`config.mk`:
```
export PLATFORM = sky130hd
export DESIGN_NAME = spi_command_bridge
export DESIGN_NICKNAME = d
export VERILOG_FILES = /design/src/rtl/spi_command_bridge.sv
export SDC_FILE = /design/constraint.sdc
export NUM_CORES = 1
export LEC_CHECK = 0
export CORE_UTILIZATION = 35
export CTS_CLUSTER_DIAMETER = 30
export CTS_CLUSTER_SIZE = 12
export DETAILED_ROUTE_END_ITERATION = 10
export SLEW_MARGIN = 20
export SYNTH_ARGS = -nofsm -noshare
export SYNTH_HDL_FRONTEND = slang
export SYNTH_SLANG_ARGS = --single-unit
```
`constraint.sdc`:
```
create_clock -name clk -period 3.59 [get_ports clk]
set_input_delay 1.077 -clock clk [delete_from_list [all_inputs] [get_ports clk]]
set_output_delay 1.077 -clock clk [all_outputs]
set_load 0.01 [all_outputs]
```
`src/rtl/spi_command_bridge.sv`:
```
// SPI mode-0 peripheral bridging host MOSI bytes into an RX FIFO (valid/ready out)
// and serialising command response bytes back on MISO. Everything runs on clk.
module spi_command_bridge #(
  parameter int          FIFO_DEPTH = 16,
  parameter logic [7:0]  IDLE_BYTE  = 8'h00
) (
  input  logic       clk,
  input  logic       rstn,
  input  logic       spi_sclk,
  input  logic       spi_cs_n,
  input  logic       spi_mosi,
  output logic       spi_miso,
  output logic       cmd_in_valid,
  input  logic       cmd_in_ready,
  output logic [7:0] cmd_in_data,
  input  logic       cmd_out_valid,
  output logic       cmd_out_ready,
  input  logic [7:0] cmd_out_data,
  input  logic       cmd_reset,
  output logic       rx_overflow
);
  localparam int AW = $clog2(FIFO_DEPTH);
  localparam int CW = $clog2(FIFO_DEPTH + 1);

  typedef enum logic [1:0] {IDLE, LOAD, ACTIVE} state_t;

  // cs_n chain resets low so a still-low chip select after reset shows no fall
  logic [1:0] sclk_sync, cs_sync, mosi_sync;
  logic       sclk_d, cs_d;
  logic       sclk_rise, sclk_fall, cs_fall, cs_rise, mosi;

  always_ff @(posedge clk or negedge rstn) begin
    if (!rstn) begin
      sclk_sync <= '0;
      cs_sync   <= '0;
      mosi_sync <= '0;
      sclk_d    <= 1'b0;
      cs_d      <= 1'b0;
    end else begin
      sclk_sync <= {sclk_sync[0], spi_sclk};
      cs_sync   <= {cs_sync[0], spi_cs_n};
      mosi_sync <= {mosi_sync[0], spi_mosi};
      sclk_d    <= sclk_sync[1];
      cs_d      <= cs_sync[1];
    end
  end

  assign sclk_rise = sclk_sync[1] & ~sclk_d;
  assign sclk_fall = ~sclk_sync[1] & sclk_d;
  assign cs_fall   = ~cs_sync[1] & cs_d;
  assign cs_rise   = cs_sync[1] & ~cs_d;
  assign mosi      = mosi_sync[1];

  state_t     state, state_nx;
  logic [2:0] bit_cnt;
  logic [7:0] rx_shift, tx_shift;
  logic       load_ev, rx_push;

  always_comb begin
    state_nx      = state;
    load_ev       = 1'b0;
    rx_push       = 1'b0;
    cmd_out_ready = 1'b0;
    case (state)
      IDLE:   if (cs_fall) state_nx = LOAD;
      LOAD: begin
        load_ev  = 1'b1;
        state_nx = cs_rise ? IDLE : ACTIVE;
      end
      ACTIVE: begin
        if (cs_rise) state_nx = IDLE;
        else begin
          load_ev = sclk_fall && (bit_cnt == 3'd0);
          rx_push = sclk_rise && (bit_cnt == 3'd7);
        end
      end
      default: state_nx = IDLE;
    endcase
    cmd_out_ready = load_ev && cmd_out_valid;
  end

  always_ff @(posedge clk or negedge rstn) begin
    if (!rstn) begin
      state    <= IDLE;
      bit_cnt  <= '0;
      rx_shift <= '0;
      tx_shift <= '0;
      spi_miso <= 1'b0;
    end else begin
      state <= state_nx;
      if (state != ACTIVE || cs_rise) begin
        bit_cnt <= '0;
      end else if (sclk_rise) begin
        bit_cnt  <= bit_cnt + 3'd1;
        rx_shift <= {rx_shift[6:0], mosi};
      end
      // Load takes the counter==0 fall; every other fall advances the bit
      if (load_ev)
        tx_shift <= cmd_out_valid ? cmd_out_data : IDLE_BYTE;
      else if (state == ACTIVE && sclk_fall)
        tx_shift <= {tx_shift[6:0], 1'b0};
      spi_miso <= (state == ACTIVE) ? tx_shift[7] : 1'b0;
    end
  end

  // RX FIFO, first-word fall-through
  logic [7:0]    mem [FIFO_DEPTH];
  logic [AW-1:0] wr_ptr, rd_ptr;
  logic [CW-1:0] count;
  logic          empty, full, pop, push_ok;

  assign empty        = (count == '0);
  assign full         = (count == CW'(FIFO_DEPTH));
  assign cmd_in_valid = !empty;
  assign cmd_in_data  = mem[rd_ptr];
  assign pop          = cmd_in_valid && cmd_in_ready;
  assign push_ok      = rx_push && !cmd_reset && (!full || pop);

  always_ff @(posedge clk or negedge rstn) begin
    if (!rstn) begin
      wr_ptr      <= '0;
      rd_ptr      <= '0;
      count       <= '0;
      rx_overflow <= 1'b0;
    end else if (cmd_reset) begin
      wr_ptr      <= '0;
      rd_ptr      <= '0;
      count       <= '0;
      rx_overflow <= 1'b0;
    end else begin
      if (push_ok) wr_ptr <= wr_ptr + AW'(1);
      if (pop)     rd_ptr <= rd_ptr + AW'(1);
      count <= count + CW'(push_ok) - CW'(pop);
      if (rx_push && full && !pop) rx_overflow <= 1'b1;
    end
  end

  always_ff @(posedge clk) begin
    if (push_ok) mem[wr_ptr] <= {rx_shift[6:0], mosi};
  end

endmodule

```
# --- Word-level counts from Yosys, hierarchy flattened ---
# Memories as Yosys holds them, arrays and structs flattened.
# Cells that the tools add are included.
totals:
  out_inout_bits: 12
  ramBits: 128
  elab_cells: 84
  input_bits: 16
  regBits: 43
  n_memories: 1
memory_table:
  columns: ["memory", "depth", "word_bits", "rd", "rd_clocked_by_memory_dff", "wr", "line", "text"]
  rows:
  - ["mem", 16, 8, 1, 0, 1, "107", "logic [7:0] mem [FIFO_DEPTH];"]
op_classes:
  n_eq_ne: 7
  bitwise_logic: 9
  add_sub_neg: 5
  reduce_logical: 25
  muxes: 23
ops:
  columns: ["operator", "count"]
  rows:
  - ["8-bit two-way mux", 3]
  - ["4-bit two-way mux", 4]
  - ["2-bit nonzero test", 5]
  - ["1-bit logical AND", 9]
  - ["4-bit by 1-bit adder with 4-bit output, second input constant", 2]
  - ["1-bit two-way mux", 8]
  - ["2-bit two-way mux", 3]
  - ["3-bit two-way mux", 2]
  - ["2-bit != test, second input constant", 3]
  - ["2-bit one-hot mux with 3 select lines", 1]
  - ["5-bit by 1-bit adder with 5-bit output", 1]
  - ["5-bit equality test, second input constant", 1]
  - ["5-bit zero test", 1]
  - ["5-bit two-way mux", 1]
  - ["1-bit NOT", 5]
  - ["5-bit by 1-bit subtractor with 5-bit output", 1]
  - ["1-bit bitwise AND", 4]
  - ["1-bit zero test", 4]
  - ["2-bit AND reduction", 2]
  - ["3-bit by 1-bit adder with 3-bit output, second input constant", 1]
  - ["3-bit equality test, second input constant", 1]
  - ["3-bit zero test", 1]
  - ["2-bit by 1-bit equality test with 1-bit output, second input constant", 1]
  - ["2-bit equality test, second input constant", 1]
  - ["3 further kinds", 4]

# --- Longest topological paths before layout ---
# Gate-level depths: netlist of the first run.
logic_depth:
  ltp_word: 10
  mapped_depth: 15
  mapped_depth_nobuf: 13

# --- Worst setup path after synthesis of the first run ---
# OpenSTA, ideal clock, no wires.
synth_path:
  kind: "input to register"
  startpoint: "input port cmd_in_ready"
  endpoint: "register count[4]"
  setup_ps: 78
  stages: 12
  n_path_buf: 2
  arrival_ps: 3450
  setup_slack_ps: 62
  required_time_ps: 3512
  cell_sequence: "and4b_1 -> or3_1 -> buf_6 -> buf_6 -> ha_1 -> inv_1 -> ha_1 -> fa_1 -> a21oi_1 -> nor2_1 -> or3_1 -> a21oi_1"
synth_via:
  elab_chain_cells: 6
synth_lines:
  columns: ["item", "line", "text"]
  rows:
  - ["from (decl)", "14", "input logic cmd_in_ready,"]
  - ["1-bit logical AND *", "116", "assign pop = cmd_in_valid && cmd_in_ready;"]
  - ["1-bit logical OR", "117", "assign push_ok = rx_push && !cmd_reset && (!full || pop);"]
  - ["1-bit logical AND", "117", null]
  - ["5-bit by 1-bit adder with 5-bit output", "133", "count <= count + CW'(push_ok) - CW'(pop);"]
  - ["5-bit by 1-bit subtractor with 5-bit output *", "133", null]
  - ["5-bit two-way mux *", "125", "end else if (cmd_reset) begin"]
  - ["to (signal assigned)", "133", null]
  - ["to (decl)", "109", "logic [CW-1:0] count;"]
# Mark *: on every way between the ends. The rest lies on a longest branch, timed or not.
# A chain may end at the register's enable or synchronous reset.

# --- Final worst setup path of the first run ---
layout_path:
  startpoint: "register rd_ptr[0]"
  endpoint: "output port cmd_in_data[5]"
layout_via:
  elab_chain_cells: 1
layout_lines:
  columns: ["item", "line", "text"]
  rows:
  - ["from (decl)", "108", "logic [AW-1:0] wr_ptr, rd_ptr;"]
  - ["from (signal assigned)", "132", "if (pop) rd_ptr <= rd_ptr + AW'(1);"]
  - ["memory read 16 x 8 bit", null, null]
  - ["to (decl)", "15", "output logic [7:0] cmd_in_data,"]
# Every way passes these cells.

==> results of run 1 <==
-- path summary, 6_finish.rpt --
| check | start | endpoint | depth (start not counted) |
|---|---|---|---|
| worst max-delay path | rd_ptr[0] | cmd_in_data[5] | 6 |
| worst min-delay path | sclk_sync[0] | sclk_sync[1] | 0 |
| worst max register to register | count[2] | count[4] | 13 |
| max in group asynchronous | rstn | rd_ptr[0] | 1 |
| worst min register to register | sclk_sync[0] | sclk_sync[1] | 0 |
| min in group asynchronous | rstn | sclk_sync[0] | 1 |
-- placed cells by master (no fill, tap or decap), types with 2 or more instances in the layout --
cell / count
buf_12: 3
nor3_2: 4
nor4b_2: 4
a22o_1: 14
mux2i_1: 2
inv_6: 3
clkinvlp_4: 2
o21ai_0: 3
xnor2_1: 3
dfrtp_1: 42
clkinv_4: 4
clkbuf_16: 18
clkinv_2: 3
inv_8: 2
inv_1: 14
nand2_1: 20
ha_1: 16
mux2_2: 8
or3_1: 2
and2_1: 3
a21oi_1: 10
a22oi_2: 6
a22oi_1: 10
nor2_1: 18
edfxtp_1: 128
clkdlybuf4s50_1: 25
xor2_1: 4
nand3_1: 12
mux4_2: 32
nor2b_2: 2
buf_4: 25
nor3_1: 3
nor2b_1: 4
-- routing by layer --
layer | routed length (um) | GRT usage, % | part of all wire, %
met1 | 6120 | 18.0 | 47
met2 | 6390 | 22.6 | 49
met3 | 385 | 3.64 | 3.0
met4 | 116 | 3.82 | 0.89
met5 | 0 | 0 | 0
-- cell families after synthesis --
group | synth area share (%)
adder cells (fa/ha/maj) | 3.28
XOR/XNOR | 0.863
AO/OA/AOI/OAI | 5.39
multiplexers | 11.7
buffers and inverters | 2.38
AND/OR/NAND/NOR | 7.15
flip-flops | 69.2
-- layout make-up --
class                   instances  share of cell area (%)
clock inverters                15                    1.39
repair buffers                 57                    6.57
flip-flops and latches        171                    58.2
well taps                     265                    3.92
clock buffers                  17                    5.03
inverters                      14                   0.621
multi-input cells             204                    24.3
-- flip-flops by register name, summed over array words and instances (netlist names) --
register and count:
sclk_d 1, cs_sync 2, spi_miso 1, wr_ptr 4, mem 128, rx_overflow 1, tx_shift 8, mosi_sync 2
rx_shift 7, rd_ptr 4, cs_d 1, sclk_sync 2, count 5, bit_cnt 3, state 2
-- where the power goes --
group / switching, W / total, W / internal [W]
Sequential: 0.000175 / 0.00251 / 0.00233
Clock: 0.000779 / 0.00168 / 0.000897
Combinational: 0.000539 / 0.00121 / 0.000668
Total: 0.00149 / 0.00539 / 0.00390
-- worst register-to-register path, stage by stage (launching register included) --
cell and delay (ns):
dfrtp_1 0.38, inv_1 0.08, ha_1 0.20, or4b_1 0.54, nand2_1 0.16, inv_1 0.06
ha_1 0.27, inv_1 0.04, ha_1 0.20, fa_1 0.39, a21oi_1 0.16, nor2_1 0.06
or3_1 0.34, a21oi_1 0.16
-- metrics by stage --
| step | utilization, % | hold WS (ns) | power (W) |
|---|---|---|---|
| floorplan | - | 0.331 | 0.00330 |
| global placement | 39.8 | 0.333 | 0.00364 |
| detailed placement | 39.8 | 0.335 | 0.00370 |
| CTS | 42.6 | 0.349 | 0.00538 |
| global route | 43.0 | 0.360 | 0.00566 |
| finish | 43.0 | 0.349 | 0.00539 |
-- repair_timing --
| item | CTS | global route |
|---|---|---|
| cloned | 0 | 1 |
| endpoints found under the setup margin | 1 | 8 |
| pin swaps | 0 | 0 |
| buffers inserted | 0 | 1 |
| resized for setup | 1 | 11 |
==> flow_summary.ini, run 1 <==
[outcome]
outcome = complete, no violations

[floorplan]
die_height_um = 144
fp-row-count = 51
die-area_um2 = 20900
coreArea_um2 = 19700
boundaryPins = 28
start_util_pct = 36.1
die_w_um = 144

[synthesis]
syn_inst = 411
ys_ff_latch = 171
syn-num-nets = 445
async_reset_ff_share_pct = 25.1
yosysWarnings = 0
synth_common_cells = edfxtp_1, dfrtp_1, mux4_2
ys_seq_area_share_pct = 69.2
syn_area_um2 = 7100
synth_area_leaders = edfxtp_1, dfrtp_1, mux4_2
ys_types = 50
yosysMostFrequentCell = edfxtp_1
synth_flop_cell = edfxtp_1
synth_top_area_share_pct = 54.1
synth_area_per_cell_um2 = 17.3
yosys.area.top_type = edfxtp_1
synth_edf_count = 128

[critical_path]
endpoint_kind = primary output
critPathArrivalTime_ns = 2.41
worstPathMaxFanout = 11
critical_path.top_delay_family = buffers and inverters
reg2reg_slack_ns = 0.47
critical_path_buf_inv_count = 3
slowest_delay_ns = 0.51
crit_chain = buf_12, clkbuf_16, mux4_2, a22oi_1, nand2_1, clkdlybuf4s50_1
cp.required_ns = 2.51
start_kind = register
critPathSlowestCell = mux4_2
crit_type = reg -> out

[timing]
finalHoldViolCount = 0
fin_setup_tns_ns = 0
relSlewSlack_pct = 37.1
worst_slew_pin_slew_ns = 0.944
slew_violations = 0
layout_worst_path_cycle_share_pct = 97.1
post-route-min-period_ns = 3.49
setup_viol = 0
skew_ns = 0.0131
setup_slack_ns = 0.103
clock.fmax_mhz = 287

[job]
cap_violations = 0

[final_layout]
fin_cells = 743
num_antenna_cells = 0
seq_area_um2 = 4920
area_growth_pct = 19.0
nNetsFinal = 499
multiInputGateArea_um2 = 2050
drive_gt1_share_pct = 25.9
final_area_um2 = 8460
fillers = 1798

[grt]
grt_max_degree = 44
track_usage_pct = 13.8
grt_pass1_wl_mm = 20.9
grt_pass1_vias = 3810
grt_antenna_before_repair = 0
gr-total-overflow = 0

[clock_tree]
cts_sinks = 171
numCtsBuffers = 17
path_clk_slew_ns = 0.07
clockRootBuffer = clkbuf_16
cts.hold.buffers_added = 0
clk_latency_ns = 0.42
h-tree-depth = 4
cts_tree = done
clk_path_buf_depth = 2

[placement]
gp_congestion = 0.758
place_area_um2 = 7820
dp_slack_ns = -0.303
dp.cells = 709
io_buffers = 27
hpwlAfterDp_mm = 8.58

[worst_hold_path]
hold_path.class = reg -> reg

[power_and_ir_drop]
leakage_nw = 2.96
power.density_nw_per_um2 = 638
peakVddDrop_mv = 0.352

[route]
vias = 3690
dr.pass1.iters = 4
ant_nets = 0
wirelength_mm = 13.0
drt-initial-drc-count = 232
drc = 0
avgRoutedWirePerCell_um = 17.5
vias_per_cell = 4.97
Power figures use the tool's default switching activity.
==> run 2: changes to the inputs <==
==> constraint.sdc (replaced) <==
create_clock -name clk -period 3.59 [get_ports clk]
set_input_delay 0.359 -clock clk [delete_from_list [all_inputs] [get_ports clk]]
set_output_delay 0.359 -clock clk [all_outputs]
set_load 0.01 [all_outputs]
==> flow_summary.ini, run 2 (synthesis gave the netlist of run 1 again) <==
[clock_tree]
h-tree-depth = 4
cts_sinks = 171
clk_path_buf_depth = 2
cts_setup_buffers = 0
cts_resized = 0
cts_tree = done
path_clk_slew_ns = 0.06
clockRootBuffer = clkbuf_16
clk_latency_ns = 0.42
numCtsBuffers = 17
cts.hold.buffers_added = 0

[final_layout]
largest_register_ffs = 128
area_growth_pct = 17.1
largest_register = mem
final_area_um2 = 8320
final_cell_mix = edfxtp_1, dfrtp_1, mux4_2, clkdlybuf4s50_1, nand2_1
fillers = 1813
seq_area_um2 = 4920
nNetsFinal = 487
post-route-util_pct = 42.3
reg.largest.list = mem x128, tx_shift x8, rx_shift x7
drive_gt1_share_pct = 22.1
multiInputGateArea_um2 = 2020
num_antenna_cells = 0
layout_commonest_cell = edfxtp_1

[timing]
grt_setup_unrepaired = no
clock.fmax_mhz = 316
layout_worst_path_cycle_share_pct = 88.1
slew_violations = 0
finalHoldViolCount = 0
setup_viol = 0
post-route-min-period_ns = 3.16
skew_ns = 0.00867
worst_slew_pin_slew_ns = 0.965
relSlewSlack_pct = 35.7
fin_setup_tns_ns = 0

[critical_path]
critPathArrivalTime_ns = 2.80
endpoint_kind = primary output
cp.required_ns = 3.23
worstPathMaxFanout = 10
start_kind = register
crit_type = reg -> out

[route]
vias_per_cell = 4.96
vias = 3625
ant_nets = 0
drt-initial-drc-count = 214
drc = 0
dr.pass1.iters = 4
avgRoutedWirePerCell_um = 17.7
wirelength_mm = 12.9

[job]
cap_violations = 0

[placement]
place_area_um2 = 7730
io_buffers = 27
hpwlAfterDp_mm = 8.46
gp_congestion = 0.707

[outcome]
outcome = complete, no violations

[floorplan]
start_util_pct = 36.1
die_w_um = 144
boundaryPins = 28
fp-row-count = 51
coreArea_um2 = 19700
die_height_um = 144
die-area_um2 = 20900

[worst_hold_path]
hold_path.class = in -> async

[grt]
grt_antenna_before_repair = 0
grt_max_degree = 44
gr-total-overflow = 0
track_usage_pct = 13.7
grt_pass1_wl_mm = 20.9
grt_pass1_vias = 3915

[power_and_ir_drop]
comb_power_share_pct = 20.2
pwr-share-clk_pct = 33.4
leakage_nw = 2.89
internal_power_w = 0.00395
p_switching_w = 0.00146
swShare_pct = 27.0
pwr-share-seq_pct = 46.4
peakVddDrop_mv = 0.393
power.density_nw_per_um2 = 651
-- run 2: changes by cell type in the layout (fill, tap and decap cells not counted), moves of 2 or more --
cell and delta:
buf_12 -2, buf_4 -8, clkinvlp_4 +2, bufinv_16 +2, clkinv_2 -2, clkinv_4 -2, a22oi_2 -6, a22oi_1 +6
-- run 2: per-stage QoR --
stage | power, W | instances | worst slack (ns) | hold slack [ns]
global placement | 0.00361 | 699 | 0.368 | 0.335
floorplan | 0.00330 | 411 | 0.562 | 0.0634
detailed placement | 0.00366 | 699 | 0.274 | 0.336
global route | 0.00569 | 731 | 0.243 | 0.161
finish | 0.00542 | 731 | 0.429 | 0.0854
CTS | 0.00548 | 731 | 0.401 | 0.120
-- run 2: worst max-delay path, cell delays in order (launching register included) --
cell and delay [ns]:
dfrtp_1 0.38, inv_1 0.11, ha_1 0.22, buf_4 0.19
nand3b_2 0.21, o41ai_1 0.30, and2_1 0.36, clkdlybuf4s50_1 0.61
-- run 2: final timing paths --
check | slack, ns | start | endpoint | cells after the start
worst max-delay path | 0.43 | state[0] | cmd_out_ready | 7
worst min-delay path | 0.09 | rstn | tx_shift[4] | 1
worst max register to register | 0.46 | count[3] | count[4] | 13
worst min register to register | 0.35 | mosi_sync[0] | mosi_sync[1] | 0
max in group asynchronous | 2.83 | rstn | rd_ptr[0] | 1
min in group clk | 0.35 | mosi_sync[0] | mosi_sync[1] | 0
-- run 2: power groups by stage --
stage | Clock, W | Combinational, W | Sequential [W]
global placement | 0 | 0.00107 | 0.00254
CTS | 0.00185 | 0.00111 | 0.00251
finish | 0.00181 | 0.00110 | 0.00251
detailed placement | 0 | 0.00110 | 0.00256
global route | 0.00193 | 0.00122 | 0.00254
floorplan | 0 | 0.000827 | 0.00247
-- run 2: final cells by class --
class / count / share of cell area, %
clock buffers: 17 / 5.11
clock inverters: 15 / 1.95
inverters: 14 / 0.631
multi-input cells: 204 / 24.2
flip-flops and latches: 171 / 59.1
well taps: 265 / 3.98
repair buffers: 45 / 4.96
-- run 2: layer usage --
metal	GRT usage (%)	vias to the layer above	wire, um
met2	24.0	63	6570
met1	16.6	1857	5830
met5	0	-	0
met4	3.77	0	100
li1	-	1696	-
met3	3.71	9	412
==> run 3: changes to the inputs <==
CTS_BUF_LIST = sky130_fd_sc_hd__clkbuf_8   (was not set)
==> flow_summary.ini, run 3 (synthesis gave the netlist of run 1 again) <==
[outcome]
outcome = complete, no violations

[final_layout]
largest_register = mem
area_growth_pct = 14.9
num_antenna_cells = 0
post-route-util_pct = 41.5
drive_gt1_share_pct = 22.2
largest_register_ffs = 128
reg.largest.list = mem x128, tx_shift x8, rx_shift x7
layout_commonest_cell = edfxtp_1
final_cell_mix = edfxtp_1, dfrtp_1, mux4_2, clkdlybuf4s50_1, nand2_1
nNetsFinal = 489

[timing]
worst_slew_pin_slew_ns = 0.810
setup_viol = 0
grt_setup_unrepaired = no
whs_ns = 0.325
layout_worst_path_cycle_share_pct = 88.9
clock.fmax_mhz = 313
setup_slack_ns = 0.400
skew_ns = 0.00770
fin_setup_tns_ns = 0
post-route-min-period_ns = 3.19
relSlewSlack_pct = 45.9
finalHoldViolCount = 0
slew_violations = 0

[critical_path]
critPathArrivalTime_ns = 2.83
cp.required_ns = 3.23
worstPathMaxFanout = 10
endpoint_kind = primary output
crit_type = reg -> out
start_kind = register

[floorplan]
boundaryPins = 28
die_height_um = 144
start_util_pct = 36.1
coreArea_um2 = 19700
die-area_um2 = 20900
die_w_um = 144
fp-row-count = 51

[power_and_ir_drop]
power.density_nw_per_um2 = 606
leakage_nw = 2.81
peakVddDrop_mv = 0.258
p_total_w = 0.00495

[clock_tree]
cts_setup_buffers = 0
numCtsBuffers = 17
clk_path_buf_depth = 2
cts.hold.buffers_added = 0
path_clk_slew_ns = 0.09
clk_latency_ns = 0.45
h-tree-depth = 4
cts_sinks = 171
clockRootBuffer = clkbuf_8
cts_tree = done
cts_resized = 0

[route]
vias = 3589
wirelength_mm = 12.8
vias_per_cell = 4.90
drc = 0
dr.pass1.iters = 4
drt-initial-drc-count = 230
ant_nets = 0
avgRoutedWirePerCell_um = 17.5

[placement]
hpwlAfterDp_mm = 8.46
dp_slack_ns = 0.274
gp_congestion = 0.707
io_buffers = 27

[grt]
grt_pass1_wl_mm = 20.8
grt_antenna_before_repair = 0
gr-total-overflow = 0
track_usage_pct = 13.7
grt_max_degree = 44
grt_pass1_vias = 3936

[job]
cap_violations = 0

[worst_hold_path]
hold_path.class = in -> async
[run 3: cell types whose count changed in the layout (fill, tap and decap cells not counted), sizes merged]
| cell | delta |
|---|---|
| buf | +1 |
| dlygate4sd3 | +1 |
[run 3: layout make-up]
class / instances / area (um2)
Multi-Input combinational cell: 204 / 2020
Tap cell: 265 / 332
Inverter: 14 / 52.6
Fill cell: 1837 / 11500
Clock inverter: 15 / 163
Sequential cell: 171 / 4920
Clock buffer: 17 / 234
Timing Repair Buffer: 47 / 443
[run 3: critical path: stages (launching register included)]
cell and delay [ns]:
dfrtp_1 0.39, inv_1 0.11, ha_1 0.22, buf_4 0.18, nand3b_2 0.21, o41ai_1 0.30
and2_1 0.36, clkdlybuf4s50_1 0.61
[run 3: final timing paths]
path                                   start            end  slack [ns]  cells after the start
worst min-delay path                    rstn    rx_shift[6]        0.32                      2
min in group clk                    spi_cs_n     cs_sync[0]        0.34                      1
worst max-delay path                state[0]  cmd_out_ready        0.40                      7
max in group asynchronous               rstn      rd_ptr[0]        2.79                      3
worst min register to register  mosi_sync[0]   mosi_sync[1]        0.35                      0
worst max register to register      count[3]       count[4]        0.46                     13
[run 3: through the flow]
step	instance area (um2)	instances
global placement	7730	699
global route	8160	733
finish	8160	733
detailed placement	7730	699
floorplan	7100	411
CTS	8130	731
[run 3: power by group]
group | internal (W) | switching, W | total [W]
logic | 0.000586 | 0.000513 | 0.00110
clock network | 0.000629 | 0.000713 | 0.00134
registers | 0.00233 | 0.000177 | 0.00251
[run 3: layer usage]
layer	up-vias	wire length, um	track usage, %
met4	0	127	4.16
li1	1692	-	-
met5	-	0	0
met3	11	410	3.71
met2	52	6470	24.0
met1	1834	5810	16.3
